**src/rtl/sample_uart_tx_pkg.sv**
```systemverilog
// -----------------------------------------------------------------------------
// sample_uart_tx_pkg
// Shared definitions for the sample UART transmitter: sync byte, TX FSM state
// encoding and frame length constants.
// Configuration macro: SAMPLE_UART_TX_CHECKSUM_EN appends an XOR checksum byte
// to every frame (4 bytes instead of 3).
// -----------------------------------------------------------------------------
package sample_uart_tx_pkg;

  localparam logic [7:0] SYNC_BYTE = 8'hA5;

  typedef enum logic [1:0] {
    ST_IDLE  = 2'd0,
    ST_START = 2'd1,
    ST_DATA  = 2'd2,
    ST_STOP  = 2'd3
  } tx_state_t;

`ifdef SAMPLE_UART_TX_CHECKSUM_EN
  localparam int FRAME_BYTES = 4;

  // Checksum covers the sync byte plus both sample bytes.
  function automatic logic [7:0] frame_checksum(input logic [15:0] sample);
    return SYNC_BYTE ^ sample[15:8] ^ sample[7:0];
  endfunction
`else
  localparam int FRAME_BYTES = 3;
`endif

  // Index of the final byte in a frame (byte_idx runs 0..LAST_BYTE).
  localparam logic [1:0] LAST_BYTE = 2'(FRAME_BYTES - 1);

endpackage

```
**src/rtl/sample_fifo.sv**
```systemverilog
// -----------------------------------------------------------------------------
// sample_fifo
// Small synchronous FIFO for filtered samples.
// Ports:
//   clk, i_rstn         clock, asynchronous active-low reset
//   wr_en, wr_data      write request; ignored while full
//   rd_en, rd_data      read request; ignored while empty; rd_data shows head
//   count               number of stored entries (0..FIFO_DEPTH)
//   full, empty         status flags derived from the registered count
// FIFO_DEPTH must be a power of two so the pointers wrap naturally.
// -----------------------------------------------------------------------------
module sample_fifo #(
  parameter int DATA_WIDTH = 16,
  parameter int FIFO_DEPTH = 4
) (
  input  logic                          clk,
  input  logic                          i_rstn,
  input  logic                          wr_en,
  input  logic [DATA_WIDTH-1:0]         wr_data,
  input  logic                          rd_en,
  output logic [DATA_WIDTH-1:0]         rd_data,
  output logic [$clog2(FIFO_DEPTH):0]   count,
  output logic                          full,
  output logic                          empty
);

  localparam int AW = $clog2(FIFO_DEPTH);
  localparam int CW = AW + 1;

  logic [DATA_WIDTH-1:0] mem [FIFO_DEPTH];
  logic [AW-1:0]         wr_ptr;
  logic [AW-1:0]         rd_ptr;
  logic                  push;
  logic                  pop;

  // Flags come from the registered count only, so a pop in the same cycle
  // never lets a write into a full FIFO.
  assign full    = (count == CW'(FIFO_DEPTH));
  assign empty   = (count == '0);
  assign push    = wr_en && !full;
  assign pop     = rd_en && !empty;
  assign rd_data = mem[rd_ptr];

  always_ff @(posedge clk) begin
    if (push) begin
      mem[wr_ptr] <= wr_data;
    end
  end

  always_ff @(posedge clk or negedge i_rstn) begin
    if (!i_rstn) begin
      wr_ptr <= '0;
      rd_ptr <= '0;
      count  <= '0;
    end else begin
      if (push) begin
        wr_ptr <= wr_ptr + AW'(1);
      end
      if (pop) begin
        rd_ptr <= rd_ptr + AW'(1);
      end
      case ({push, pop})
        2'b10:   count <= count + CW'(1);
        2'b01:   count <= count - CW'(1);
        default: count <= count;
      endcase
    end
  end

endmodule

```
**src/rtl/sample_uart_tx.sv**
```systemverilog
// -----------------------------------------------------------------------------
// sample_uart_tx
// Buffers averaged samples from the filter and sends each one as a UART frame:
// sync byte 8'hA5, sample[15:8], sample[7:0] (plus an XOR checksum byte when
// SAMPLE_UART_TX_CHECKSUM_EN is defined). 8N1, LSB first, idle high.
//
// Handshake: a sample is taken on a rising clk edge where data_valid and
// data_ready are both high. data_ready depends only on the registered FIFO
// count; data_valid with data_ready low loses the sample and raises o_drop
// in that same cycle.
//
// Ports:
//   clk, i_rstn   clock, asynchronous active-low reset
//   data_in       sample (DATA_WIDTH bits, zero-extended to 16 for framing)
//   data_valid    data_in valid
//   data_ready    FIFO not full
//   o_tx          UART TX line (registered, idle high)
//   busy          frame in progress or samples queued (registered)
//   o_drop        sample rejected this cycle
//   dbg_state     current TX FSM state
//   dbg_count     current FIFO occupancy
// Parameters: DATA_WIDTH 8..16, CLK_FREQ/BAUD >= 4, FIFO_DEPTH power of two >= 2.
// Configuration macro: SAMPLE_UART_TX_CHECKSUM_EN.
// -----------------------------------------------------------------------------
module sample_uart_tx
  import sample_uart_tx_pkg::*;
#(
  parameter int DATA_WIDTH = 16,
  parameter int CLK_FREQ   = 12000000,
  parameter int BAUD       = 115200,
  parameter int FIFO_DEPTH = 4
) (
  input  logic                        clk,
  input  logic                        i_rstn,
  input  logic [DATA_WIDTH-1:0]       data_in,
  input  logic                        data_valid,
  output logic                        data_ready,
  output logic                        o_tx,
  output logic                        busy,
  output logic                        o_drop,
  output tx_state_t                   dbg_state,
  output logic [$clog2(FIFO_DEPTH):0] dbg_count
);

  localparam int CLKS_PER_BIT = CLK_FREQ / BAUD;
  localparam int BAUD_W       = $clog2(CLKS_PER_BIT);

  logic [DATA_WIDTH-1:0]       fifo_dout;
  logic [$clog2(FIFO_DEPTH):0] fifo_count;
  logic                        fifo_full;
  logic                        fifo_empty;
  logic                        fifo_pop;

  tx_state_t                   state;
  logic [BAUD_W-1:0]           baud_cnt;
  logic [2:0]                  bit_idx;
  logic [1:0]                  byte_idx;
  logic [15:0]                 hold;
  logic [7:0]                  cur_byte;
  logic                        tx_bit;
  logic                        bit_done;

  sample_fifo #(
    .DATA_WIDTH (DATA_WIDTH),
    .FIFO_DEPTH (FIFO_DEPTH)
  ) u_fifo (
    .clk     (clk),
    .i_rstn  (i_rstn),
    .wr_en   (data_valid),
    .wr_data (data_in),
    .rd_en   (fifo_pop),
    .rd_data (fifo_dout),
    .count   (fifo_count),
    .full    (fifo_full),
    .empty   (fifo_empty)
  );

  assign data_ready = !fifo_full;
  assign o_drop     = data_valid && fifo_full;
  assign fifo_pop   = (state == ST_IDLE) && !fifo_empty;
  assign bit_done   = (baud_cnt == BAUD_W'(CLKS_PER_BIT - 1));
  assign dbg_state  = state;
  assign dbg_count  = fifo_count;

  always_comb begin
    cur_byte = SYNC_BYTE;
    case (byte_idx)
      2'd1:    cur_byte = hold[15:8];
      2'd2:    cur_byte = hold[7:0];
`ifdef SAMPLE_UART_TX_CHECKSUM_EN
      2'd3:    cur_byte = frame_checksum(hold);
`endif
      default: cur_byte = SYNC_BYTE;
    endcase
  end

  always_comb begin
    tx_bit = 1'b1;
    case (state)
      ST_START: tx_bit = 1'b0;
      ST_DATA:  tx_bit = cur_byte[bit_idx];
      default:  tx_bit = 1'b1;
    endcase
  end

  // o_tx and busy are registered copies of the current state's line level and
  // activity, so the line trails the FSM by one cycle (pop at N+1, start bit
  // at N+2 for a sample accepted at edge N).
  always_ff @(posedge clk or negedge i_rstn) begin
    if (!i_rstn) begin
      state    <= ST_IDLE;
      baud_cnt <= '0;
      bit_idx  <= '0;
      byte_idx <= '0;
      hold     <= '0;
      o_tx     <= 1'b1;
      busy     <= 1'b0;
    end else begin
      o_tx <= tx_bit;
      busy <= (state != ST_IDLE) || (fifo_count != '0);
      case (state)
        ST_IDLE: begin
          baud_cnt <= '0;
          if (!fifo_empty) begin
            hold     <= 16'(fifo_dout);
            byte_idx <= '0;
            state    <= ST_START;
          end
        end
        ST_START: begin
          if (bit_done) begin
            baud_cnt <= '0;
            bit_idx  <= '0;
            state    <= ST_DATA;
          end else begin
            baud_cnt <= baud_cnt + BAUD_W'(1);
          end
        end
        ST_DATA: begin
          if (bit_done) begin
            baud_cnt <= '0;
            if (bit_idx == 3'd7) begin
              state <= ST_STOP;
            end else begin
              bit_idx <= bit_idx + 3'd1;
            end
          end else begin
            baud_cnt <= baud_cnt + BAUD_W'(1);
          end
        end
        ST_STOP: begin
          if (bit_done) begin
            baud_cnt <= '0;
            if (byte_idx < LAST_BYTE) begin
              byte_idx <= byte_idx + 2'd1;
              state    <= ST_START;
            end else begin
              state <= ST_IDLE;
            end
          end else begin
            baud_cnt <= baud_cnt + BAUD_W'(1);
          end
        end
        default: state <= ST_IDLE;
      endcase
    end
  end

endmodule
```
**config.mk**
```make
export PLATFORM = sky130hd
export DESIGN_NAME = sample_uart_tx
export DESIGN_NICKNAME = d
export VERILOG_FILES = /design/src/rtl/sample_uart_tx_pkg.sv /design/src/rtl/sample_fifo.sv /design/src/rtl/sample_uart_tx.sv
export SDC_FILE = /design/constraint.sdc
export NUM_CORES = 1
export LEC_CHECK = 0
export BUFFER_PORTS_ARGS = -buffer_cell sky130_fd_sc_hd__buf_2
export CORE_MARGIN = 3
export CORE_UTILIZATION = 56
export CTS_BUF_LIST = sky130_fd_sc_hd__clkbuf_4 sky130_fd_sc_hd__clkbuf_8
export DETAILED_ROUTE_END_ITERATION = 10
export PLACE_DENSITY = 0.77
export SLEW_MARGIN = 10
export SYNTH_ARGS = -nofsm -noshare
export SYNTH_HDL_FRONTEND = slang
export SYNTH_SLANG_ARGS = --single-unit
```
**constraint.sdc**
```tcl
create_clock -name clk -period 2.37 [get_ports clk]
set_clock_uncertainty 0.2 [all_clocks]
set_input_delay 0.1185 -clock clk [delete_from_list [all_inputs] [get_ports clk]]
set_output_delay 0.1185 -clock clk [all_outputs]
set_load 0.005 [all_outputs]
```
Word level (Yosys, flattened, before mapping):

Memory sizes are Yosys's and may differ from the RTL's. A register that Yosys moved wholly into a read port is not among the register bits.
Index checks and enable logic that the tools add are counted.
W data, S select, Z words.

* add/subtract/negate cells: 7
* order comparisons: 2
* eq/ne operators: 17
* multiplexer cells: 24
* bitwise gates (word level): 1
* reduce and logical (&&, ||, !) cells: 20

Operators by type and width (count)
* $mux W2: 8
* $pmux W8 S2: 1
* $ne A2 B2 Y1 const B: 7
* $pmux W7 S2: 1
* $pmux W3 S2: 2
* $mux W3: 3
* $eq A2 B2 Y1 const B: 4
* $pmux W2 S4: 1
* $reduce_and A4 Y1: 2
* $reduce_bool A2 Y1: 4
* $add A7 B1 Y7 const B: 1
* $eq A7 B7 Y1 const B: 1
* $mux W7: 1
* $add A2 B1 Y2 const B: 3
* $add A3 B1 Y3 const B: 2
* $eq A2 B1 Y1 const B: 3
* $eq A3 B3 Y1 const B: 2
* $reduce_and A5 Y1: 1
* $logic_and A1 B1 Y1: 4
* $lt A3 B4 Y1 const B: 1
* $mux W1: 4
* $pmux W2 S2: 1
* $bmux W1 S3: 1
* $logic_not A1 Y1: 3
* 10 further kinds: 10

* flip-flop bits (word level): 23
* RAM bits: 64
* bits of input ports: 19
* output and inout bits: 9
* word-level logic and storage cells: 81
* memories: 1

Memories
* u_fifo.mem: words 4, width 16, rd ports 1, clocked after Yosys merged registers in 1, wr ports 1, line sample_fifo.sv:30 `logic [DATA_WIDTH-1:0] mem [FIFO_DEPTH];`

Logic depth before layout (Yosys ltp):

* depth in word-level cells: 6
* mapped depth: 12
* mapped depth without buffers: 10

Cells and area by module:

A second synthesis with hierarchy kept.

* cells, all modules: 263
* area, all modules: 4466.8 um^2

By module, submodules not included
* sample_fifo: instances 1, cells an instance 121, area an instance 2775.2 um^2, sequential area each 2097.0 um^2
* sample_uart_tx: instances 1, cells an instance 142, area an instance 1691.6 um^2, sequential area each 802.0 um^2

Least setup slack after synthesis:

OpenSTA, ideal clock, no wires.

* kind: register -> register
* from: register state[0] (netlist: dbg_state[0])
* to: register u_fifo.count[2]
* library setup time: 0.079 ns
* arrival time: 2.367 ns
* data required time: 2.091 ns
* setup slack: -0.277 ns
* cell stages (with the launch flop): 13
* path buffers: 2
* period minus slack after synthesis: 2.647 ns
* cells stage by stage: dfrtp_1 inv_1 ha_1 clkbuf_1 nand2b_2 inv_2 buf_4 ha_1 inv_1 fa_1 xor2_1 nor2_1 xor2_1

* longest elaborated chain between the ends: 5
* elaborated cells between the ends (all ways): 7
* classes of those cells: 2 x eq/ne; 1 x mux; 4 x reduce/logical

RTL lines
* start, declared: line sample_uart_tx.sv:54 `tx_state_t state;`
* start signal, assigned: line sample_uart_tx.sv:111 `state <= ST_IDLE;`
* start signal, assigned: line sample_uart_tx.sv:127 `state <= ST_START;`
* start signal, assigned: line sample_uart_tx.sv:134 `state <= ST_DATA;`
* $logic_not A2 Y1 (*): line sample_uart_tx.sv:80 `assign fifo_pop = (state == ST_IDLE) && !fifo_empty;`
* $logic_and A1 B1 Y1 (*): line sample_uart_tx.sv:80
* net fifo_pop: line sample_uart_tx.sv:52 `logic fifo_pop;`
* $logic_and A1 B1 Y1 (*): line sample_fifo.sv:41 `assign pop = rd_en && !empty;`
* $eq A2 B1 Y1 or $eq A2 B2 Y1 (tied branches): line sample_fifo.sv:62 `case ({push, pop})`
* $pmux W3 S2 or $reduce_bool A2 Y1 (tied branches)
* end signal, assigned: line sample_fifo.sv:63 `2'b10: count <= count + CW'(1);`
* end signal, assigned: line sample_fifo.sv:64 `2'b01: count <= count - CW'(1);`
* end signal, assigned: line sample_fifo.sv:65 `default: count <= count;`
* end, declared: line sample_fifo.sv:22 `output logic [$clog2(FIFO_DEPTH):0] count,`

Mark *: on every way through the listed nets, which the timed path passes. The rest lies on a longest branch.
A chain may end at the register's enable or synchronous reset.

Worst setup path after layout:

* from: register state[0] (netlist: dbg_state[0])
* to: register u_fifo.count[2]

* longest elaborated chain between the ends: 5
* elaborated cells between the ends (all ways): 7
* classes of those cells: 2 x eq/ne; 1 x mux; 4 x reduce/logical

RTL lines (line)
* $logic_not A2 Y1 (*): sample_uart_tx.sv:80
* $logic_and A1 B1 Y1 (*): sample_uart_tx.sv:80
* $logic_and A1 B1 Y1 (*): sample_fifo.sv:41
* $eq A2 B1 Y1 or $eq A2 B2 Y1 (tied branches): sample_fifo.sv:62
* $pmux W3 S2 or $reduce_bool A2 Y1 (tied branches)

Mark *: on every way between the ends. The rest lies on a longest branch, timed or not.

==> run summary <==
status -> finished clean
Post-Synthesis Cells -> 273
Syn Nets -> 308
cell taking the most area after synthesis -> edfxtp_1
DR iter-0 viols -> 140
first-pass GRT wire length -> 12500 µm
nets -> 363
row cnt -> 31
most frequent cells in the layout -> 64 x edfxtp_1, 38 x dfrtp_1, 27 x buf_2
Clock Tree Root -> clkbuf_8
clk slew on worst S/H paths -> 0.10 ns
Setup TNS Final -> 0 ns
Detail Placement HPWL -> 4800 µm
DR vias -> 2399
Sw Share -> 0.314
share of layout cells above drive strength 1 -> 0.297
Worst Setup EP -> u_fifo.count[2]
RSZ-0062 raised after global routing -> no
Synth Register Bits -> 103
worst reg2reg endpoint -> u_fifo.count[2]
category of the worst setup path capture point -> register
Slew @ Worst Pin -> 0.884 ns
Yosys cell types -> 49
Post-Syn Area -> 0.00442 mm²
post-place setup slack -> 0.225 ns
Cell Pwr Density -> 1120 mW/mm²
Comb power frac -> 0.326
routed len/inst -> 17.0 µm
share of the synthesized area in the top cell type -> 0.434
NetSw -> 1790 µW
crit share post-route -> 0.915
CP arrival -> 2.26 ns
CP required -> 2.46 ns
Mean Syn Cell Area -> 16.2 µm²
Max-Slew Margin vs Limit -> 0.410
clock sinks -> 103
static leakage -> 0.00193 µW
worst hold margin -> 0.208 ns
chip height -> 94.9 µm
Int Power -> 3920 µW
initial core utilization -> 0.594
H-tree lvl count -> 3
area of the core -> 0.00745 mm²
Primary FF master, synth -> edfxtp_1
max-cap violations -> 0
Final Hold Violating Endpoints -> 0
Final WS setup -> 0.201 ns
Max VDD drop -> 0.000547 V
final RePlAce weighted congestion -> 0.877
R2R Setup Slk -> 0.20 ns
Tot GR Track Use -> 0.187
largest net degree at the start of global routing -> 40
Clk network pwr share -> 0.202
full die area -> 0.00900 mm²
Core Util, Final -> 0.687
initial antenna violation count -> 0
Syn-to-layout area delta -> 15.6%
vias in the first global route -> 2474
CP Launch Type -> register
sequential group share of total power -> 0.472
Inserted Clock Buffers -> 9
worst min-delay path class -> in -> async
final WL -> 7330 µm
DR pass1 iterations -> 4
Clock Path Buffers -> 2
CTS tree -> done
# DRC -> 0
Critical Setup Path Class -> reg -> reg
Fmax -> 0.461 GHz
Port Buffers -> 27
# setup viols final -> 0
Routed Antenna Nets -> 0
Clock Latency Late Sink -> 0.36 ns
gr ovfl total -> 0
leading cell type in the layout, fill and taps excluded -> edfxtp_1
via/cell ratio -> 5.55
final slew viol count -> 0
Die Wd -> 94.9 µm
top cells by area, synth -> edfxtp_1 43%, dfrtp_1 21%, mux4_2 8.1%
worst setup path startpoint -> dbg_state[0]
crit path max fanout -> 5
R2R depth -> 10
# IOs -> 28
Seq/Total Area, Yosys -> 0.655
Antenna Cells -> 0
min Tclk post-route -> 2.17 ns
synth warn -> 0
ys async rst share -> 0.379
Power, Total -> 5710 µW
EDFF count, synth -> 64
setup bufs post-CTS -> 0
reg2reg start -> dbg_state[0]
## sequential cells by signal, indices dropped and copies added, names as in the netlist
| signal | cells |
|---|---|
| u_fifo.rd_ptr | 2 |
| bit_idx | 3 |
| busy | 1 |
| o_tx | 1 |
| hold | 16 |
| baud_cnt | 7 |
| u_fifo.wr_ptr | 2 |
| u_fifo.mem | 64 |
| dbg_state | 2 |
| byte_idx | 2 |
| u_fifo.count | 3 |
## through the flow
step | instance area, µm² | std cells
4_1_cts | 5110 | 432
2_1_floorplan | 4460 | 273
6_report | 5110 | 432
5_1_grt | 5110 | 432
3_5_place_dp | 4710 | 398
3_3_place_gp | 4710 | 398
## kinds of logic after synthesis
family | Yosys count | share of synthesized area
muxes | 35 | 0.130
AOI/OAI and AO/OA | 34 | 0.0594
adders and majority gates | 16 | 0.0469
xor gates and xnor gates | 10 | 0.0198
buffers and inverters | 24 | 0.0255
DFF | 103 | 0.655
and+or+nand+nor | 51 | 0.0634
## worst max-delay path: stages, from the launching register on
cell	delay [ns]
dfrtp_1	0.45
inv_2	0.11
ha_1	0.22
nand2b_4	0.09
inv_6	0.07
ha_4	0.13
inv_1	0.05
fa_1	0.37
xor2_1	0.15
nor2_1	0.12
xor2_1	0.15
## power groups by stage
stage               clock network [µW]  registers [µW]  logic [µW]
floorplan                            0            2670        1430
global placement                     0            2710        1830
detailed placement                   0            2740        1870
CTS                               1180            2700        1900
global route                      1270            2750        2080
finish                            1150            2700        1860
## Yosys cell counts, types with 2 or more instances
library cell,instances
clkbuf_1,4
buf_2,3
edfxtp_1,64
buf_6,2
a21oi_1,4
o21ai_0,6
ha_1,15
a221oi_1,2
nand3_1,6
xor2_1,4
a22o_1,4
mux4_2,16
dfrtp_1,38
o221ai_1,2
mux2_2,18
and2b_2,2
o211ai_1,2
nor2_1,8
and3_1,6
a22oi_1,2
nor3b_1,3
xnor2_1,6
nor3_1,4
a211oi_1,2
nand2_1,14
inv_1,13
## what timing repair did
item	CTS	global route
resized for setup	0	0
endpoints found under the setup margin	0	0
hold buffers	18	0
hold endpoints to repair	103	0
## worst min-delay path by stage
stage                start           endpoint  cells after the start
3_3_place_gp        i_rstn            hold[4]                      1
3_5_place_dp        i_rstn            hold[4]                      1
6_report            i_rstn        baud_cnt[6]                      2
2_1_floorplan       i_rstn        baud_cnt[0]                      0
4_1_cts             i_rstn         bit_idx[1]                      2
5_1_grt        data_in[15]  u_fifo.mem[1][15]                      2
## area by class of cell
type | count | area [µm²]
clock buffer | 9 | 124
clock inverter | 7 | 96.3
fill | 515 | 2330
inverter | 14 | 57.6
multi-input combinational | 146 | 1430
sequential | 103 | 2900
tap | 99 | 124
timing repair buffer | 54 | 383
## routing by layer
layer,routed length (µm),global-route usage,vias up
li1,-,-,1146
met1,3290,0.256,1199
met2,3640,0.295,43
met3,266,0.0518,11
met4,133,0.0601,0
met5,0,0,-
Power figures use the tool's default switching activity.
